`config.mk`:
```
export PLATFORM = sky130hd
export DESIGN_NAME = trackball_quad_emu
export DESIGN_NICKNAME = d
export VERILOG_FILES = /design/src/rtl/trackball_quad_emu.sv
export SDC_FILE = /design/constraint.sdc
export NUM_CORES = 1
export LEC_CHECK = 0
export BUFFER_PORTS_ARGS = -buffer_cell sky130_fd_sc_hd__buf_4
export CAP_MARGIN = 20
export CORE_MARGIN = 4
export CORE_UTILIZATION = 45
export DETAILED_ROUTE_END_ITERATION = 10
export MAX_ROUTING_LAYER = met4
export PLACE_DENSITY = 0.71
export SLEW_MARGIN = 30
export SYNTH_ARGS = -nofsm -noshare
export SYNTH_HDL_FRONTEND = slang
export SYNTH_SLANG_ARGS = --single-unit
```
`constraint.sdc`:
```
create_clock -name clk -period 5.7 [get_ports clk]
set_input_delay 0.285 -clock clk [delete_from_list [all_inputs] [get_ports clk]]
set_output_delay 0.285 -clock clk [all_outputs]
set_load 0.005 [all_outputs]
```
`src/rtl/trackball_quad_emu.sv`:
```
// trackball_quad_emu: signed X/Y motion deltas to rate-limited quadrature A/B pins; define TRACKBALL_QUAD_EMU_SAT_EN for saturating accumulators
module trackball_quad_emu #(
  parameter int STEP_DIV = 16,
  parameter int ACC_W = 10,
  parameter logic [1:0] DIR_INV = 2'b00
) (
  input  logic       clk,
  input  logic       rst,
  input  logic       delta_valid,
  output logic       delta_ready,
  input  logic [7:0] delta_x,
  input  logic [7:0] delta_y,
  output logic [1:0] quad_a,
  output logic [1:0] quad_b,
  output logic       busy
);
`ifdef TRACKBALL_QUAD_EMU_SAT_EN
  localparam int SW = ACC_W + 2;
  localparam logic signed [SW-1:0] MAXV = {3'b000, {(ACC_W-1){1'b1}}};
  localparam logic signed [SW-1:0] MINV = {3'b111, {(ACC_W-1){1'b0}}};
`else
  localparam int SW = ACC_W;
`endif
  logic [15:0] div_q, div_d;
  logic        stb, accept, delta_ready_q, busy_q;
  logic [1:0]  nz;
  assign stb = div_q == 16'(STEP_DIV - 1);
  assign div_d = stb ? '0 : div_q + 16'd1;
  assign accept = delta_valid && delta_ready_q;
  for (genvar i = 0; i < 2; i++) begin : g_axis
    logic signed [ACC_W-1:0] acc_q, acc_d;
    logic signed [SW-1:0]    sum, adj;
    logic signed [7:0]       dl;
    logic [1:0]              ph_q, ph_d;
    logic                    pos, neg;
    always_comb begin
      dl = accept ? (i == 0 ? delta_x : delta_y) : 8'sd0;
      pos = stb && !acc_q[ACC_W-1] && acc_q != '0;
      neg = stb && acc_q[ACC_W-1];
      adj = pos ? '1 : neg ? SW'(1) : '0;
      sum = SW'(acc_q) + SW'(dl) + adj;
`ifdef TRACKBALL_QUAD_EMU_SAT_EN
      acc_d = sum > MAXV ? MAXV[ACC_W-1:0] : sum < MINV ? MINV[ACC_W-1:0] : sum[ACC_W-1:0];
`else
      acc_d = sum;
`endif
      // inversion flips only the pin sequence direction, never the accumulator drain
      ph_d = (pos || neg) ? ph_q + ((pos ^ DIR_INV[i]) ? 2'd1 : 2'd3) : ph_q;
    end
    always_ff @(posedge clk) begin
      if (rst) begin
        acc_q <= '0;
        ph_q  <= '0;
      end else begin
        acc_q <= acc_d;
        ph_q  <= ph_d;
      end
    end
    assign nz[i] = acc_d != '0;
    assign quad_a[i] = ph_q[1];
    assign quad_b[i] = ph_q[1] ^ ph_q[0];
  end
  always_ff @(posedge clk) begin
    if (rst) begin
      div_q         <= '0;
      delta_ready_q <= 1'b0;
      busy_q        <= 1'b0;
    end else begin
      div_q         <= div_d;
      delta_ready_q <= 1'b1;
      busy_q        <= |nz;
    end
  end
  assign delta_ready = delta_ready_q;
  assign busy = busy_q;
endmodule

```
# [After elaboration in Yosys (flattened, before gate mapping)]
# Cells that the tools add are included.
[word_totals] in_bits=19 output_inout_bits=6 wordCells=43 regBits=42
[classes] eq_ne=1 n_bitwise=2 muxes=9 reduce_logical=17 add_sub_neg=7
[ops] operator="10-bit nonzero test" n=4
[ops] operator="10-bit adder" n=2
[ops] operator="10-bit by 8-bit adder with 10-bit output" n=2
[ops] operator="10-bit 2-to-1 mux" n=2
[ops] operator="16-bit by 1-bit adder with 16-bit output, second input constant" n=1
[ops] operator="16-bit by 4-bit equality test with 1-bit output, second input constant" n=1
[ops] operator="8-bit 2-to-1 mux" n=2
[ops] operator="1-bit logical AND" n=7
[ops] operator="2-bit adder" n=2
[ops] operator="2-bit 2-to-1 mux" n=2
[ops] operator="2-bit OR reduction" n=2
[ops] operator="1-bit 2-to-1 mux" n=3
[ops] operator="1-bit zero test" n=2
[ops] operator="1-bit logical OR" n=2
[ops] operator="1-bit XOR" n=2

# [Logic depth before layout (Yosys ltp)]
[logic_depth] word_depth=7 depth_mapped=15 mapped_depth_nobuf=14

# [Least setup slack after synthesis]
# Ideal clock, no wire load.
[synth_path] path_type="flip-flop to flip-flop" from="register div_q[0]" to="register busy_q, in the netlist busy" n_path_buf=1 path_stages_with_launch=15 t_arrival_ns=4.035 setup_slack_ns=1.527 setup_ns=0.137 synth_period_minus_slack_ns=4.173 t_required_ns=5.563 cell_sequence="dfxtp_1 -> ha_1 -> and3_4 -> and4_1 -> buf_4 -> nand2_1 -> nor2_1 -> fa_1 -> ha_1 -> fa_1 -> or4_1 -> nor4_1 -> nand3_1 -> and4bb_1 -> a41oi_2"
[synth_between] elab_chain_cells=7 word_cells_on_any_way=16 cone_classes="add/sub (2); eq/ne (1); mux (4); reduce/logical (9)"
[synth_lines] element="start: declaration" line_no="24" text="logic [15:0] div_q, div_d;"
[synth_lines] element="start signal: assignment" line_no="69" text="div_q <= div_d;"
[synth_lines] element="16-bit by 4-bit equality test with 1-bit output (*)" line_no="27" text="assign stb = div_q == 16'(STEP_DIV - 1);"
[synth_lines] element="1-bit logical AND, on equally long branches" line_no="39, 38"
[synth_lines] element="1-bit 2-to-1 mux / 1-bit logical AND (equally long branches)" line_no="40, 38"
[synth_lines] element="10-bit 2-to-1 mux (*)" line_no="40" text="adj = pos ? '1 : neg ? SW'(1) : '0;"
[synth_lines] element="10-bit adder (*)" line_no="41" text="sum = SW'(acc_q) + SW'(dl) + adj;"
[synth_lines] element="net g_axis[0].acc_d[2]" line_no="31" text="logic signed [ACC_W-1:0] acc_q, acc_d;"
[synth_lines] element="10-bit nonzero test (*)" line_no="59" text="assign nz[i] = acc_d != '0;"
[synth_lines] element="2-bit OR reduction (*)" line_no="71" text="busy_q <= |nz;"
[synth_lines] element="end signal: assignment" line_no="71"
[synth_lines] element="end: declaration" line_no="25" text="logic stb, accept, delta_ready_q, busy_q;"
# Mark *: on every way through the listed nets, which the timed path passes. The rest lies on a longest branch.
# A chain may end at the register's enable or synchronous reset.

# [Worst setup path after layout]
# Ends and elaborated chain as after synthesis.

==> run metrics <==
CP Data Required Time 5.87 ns; core region area 5640 um2; Initial Utilization 0.474; Critical Path, Cell by Cell ha_1 > and3_4 > and4_1 > nand2_1 > nor2_1 > buf_4 > fa_1 > ha_1 > fa_1 > or4_1 > nor4_1 > nand3_1 > and4bb_1 > a41oi_2; Antenna Cells 0; I/O pins 25; most frequent cells in the layout dfxtp_1 (42), nor2_1 (41), buf_4 (26); Worst setup EP type flip-flop; Synth area leader dfxtp_1; power density cells 214 nW/um2; commonest non-fill, non-tap cell in the layout dfxtp_1; GRT Total Usage 0.160; post_cts resized 0; CTS Hold Buffers Added 0; Max Root-Sink Buffers 2; chip width 85.1 um; Critical Path Start Type flip-flop; clock share of power 0.300; CTS sink cnt 42; HP Class input pin to flip-flop; CP max stage cell or4_1; Setup-failing EPs final 0; post-synthesis cell area 2680 um2; Die Y 85.1 um; Hold Worst Slack 0.316 ns; syn_nets 336; layout cell share with drive strength beyond 1 0.125; WS Path Type flip-flop to flip-flop; Sw Share 0.294; number of global-route vias before repair 1987; 1st-iter DRT viols 74; DRC violations left 0; top cells by area, synth dfxtp_1 (31%), fa_1 (15%), ha_1 (7.9%); VDD IR max 0.0000992 V; Final Critical Period 3.97 ns; Avg WL per Cell 13.8 um; antenna violations before repair 0; relative slew slack 0.630; TNS Setup 0 ns; Nets 359; # fillers 490; total gr overflow 0; IO buf count 24; CP top delay family simple AND/OR/NAND/NOR gates; routability congestion estimate 0.790; outcome complete, no violations; CP max FO 8; Netlist cell types 38; Slew Limit Fails 0; first drt pass iteration count 4; Fmax 252 MHz; combinational power share 0.196; Sequential Power Share 0.504; clk root buf clkbuf_8; RSZ-0062 raised after global routing false; die area 7250 um2; total power draw 0.641 mW; Int Pwr 0.453 mW; synthesized netlist cell count 280; Psw 0.188 mW; CTS tree yes; WP buf/inv 1; post-DR vias/cell 5.28; Tcrit/Tclk final 0.696; post-CTS setup buffer count 0; warnings from Yosys 0; share of the synthesized area in the top cell type 0.314; row cnt 27; H-tree depth 2; register bit count reported by yosys 42; Vias 1987; Final Core Density 0.531; Worst-Skew Late Latency 0.30 ns; Routed Antenna Nets 0; worst stage delay on the critical path 0.47 ns; DP HPWL 3.94 mm; syn avg cell area 9.56 um2; CTS clk-pin slew, worst paths 0.08 ns; CP arrival 4.14 ns; final WL 5.18 mm; area added between synthesis and finish 12.0%; Num CTS Buffers 5; register area share after synthesis 0.314; Slew @ Worst Pin 0.555 ns; largest net degree at the start of global routing 28; endpoints failing hold 0; global-route wire length before repair 9.13 mm; Fin Clk Skew 0.00509 ns; Pleak 1.43 nW; max cap viols 0
[state kept, by name (all words and copies together), names as in the netlist]
signal / count
g_axis.ph_q: 4
busy: 1
div_q: 16
delta_ready: 1
g_axis.acc_q: 20
[cell usage after synthesis]
library cell  count
and2_1            1
and3_1           24
o211ai_1          1
o2111ai_1         1
or4_1             1
o21a_1            2
dfxtp_1          42
a221oi_2          1
a21o_1            4
a31oi_1           1
nand4_1           5
xnor2_1          24
buf_2             2
nor2_1           41
a21oi_2           2
a21oi_1           7
and4bb_1          1
or2_1             1
and4_1            1
o21ai_0           3
o21bai_1          2
nor2b_1           7
buf_4             3
nand2_1           9
fa_1             20
o31ai_1           1
nand2b_1          1
nand3_1          12
and3_4            1
a22oi_1           1
a41oi_2           1
xor2_1           15
clkbuf_1          5
a2111oi_1         1
nor3_1            4
nor4_1            6
inv_1             9
ha_1             17
[power by group through the flow]
| stage | Sequential (mW) | Combinational (mW) | Clock (mW) |
|---|---|---|---|
| 2_1_floorplan | 0.326 | 0.0920 | 0 |
| 3_3_place_gp | 0.330 | 0.122 | 0 |
| 3_5_place_dp | 0.330 | 0.124 | 0 |
| 4_1_cts | 0.323 | 0.126 | 0.198 |
| 5_1_grt | 0.326 | 0.142 | 0.210 |
| 6_report | 0.323 | 0.126 | 0.192 |
[per-stage QoR]
stage                     setup slack (ns)  cell area, um2  cells
after floorplan                       1.53            2680    280
after global placement                1.82            2910    368
after detailed placement              1.74            2910    368
after CTS                             1.71            3000    376
after global routing                  1.47            3000    376
final                                 1.73            3000    376
[metal layers]
layer / up-vias / GRT usage / share of wire / routed length [um]
met4: 0 / 0.0475 / 0.011 / 55
li1: 1004 / - / - / -
met1: 956 / 0.209 / 0.48 / 2500
met2: 21 / 0.251 / 0.47 / 2440
met5: - / - / 0 / 0
met3: 6 / 0.0301 / 0.034 / 178
[kinds of logic after synthesis]
group                    count (synthesis)  share of synthesized area
AO/OA/AOI/OAI                           28                     0.0771
XOR/XNOR                                39                      0.128
adder cells (fa/ha/maj)                 37                      0.229
buffers and inverters                   19                     0.0318
flip-flops                              42                      0.314
AND/OR/NAND/NOR                        115                      0.220
[final timing paths]
kind / slack, ns / to / depth (start not counted) / from
max reg2reg: 1.73 / busy / 14 / div_q[0]
min: 0.32 / delta_ready / 2 / rst
max: 1.73 / busy / 14 / div_q[0]
min reg2reg: 0.47 / div_q[0] / 1 / div_q[0]
[layout make-up]
cell class / count / area (um2) / area share
sequential: 42 / 841 / 0.281
clock inverter: 2 / 13.8 / 0.00459
timing repair buffer: 26 / 195 / 0.0651
clock buffer: 6 / 72.6 / 0.0242
tap: 72 / 90.1 / 0.0301
inverter: 9 / 33.8 / 0.0113
multi-input combinational: 219 / 1750 / 0.584
Power figures use the tool's default switching activity.
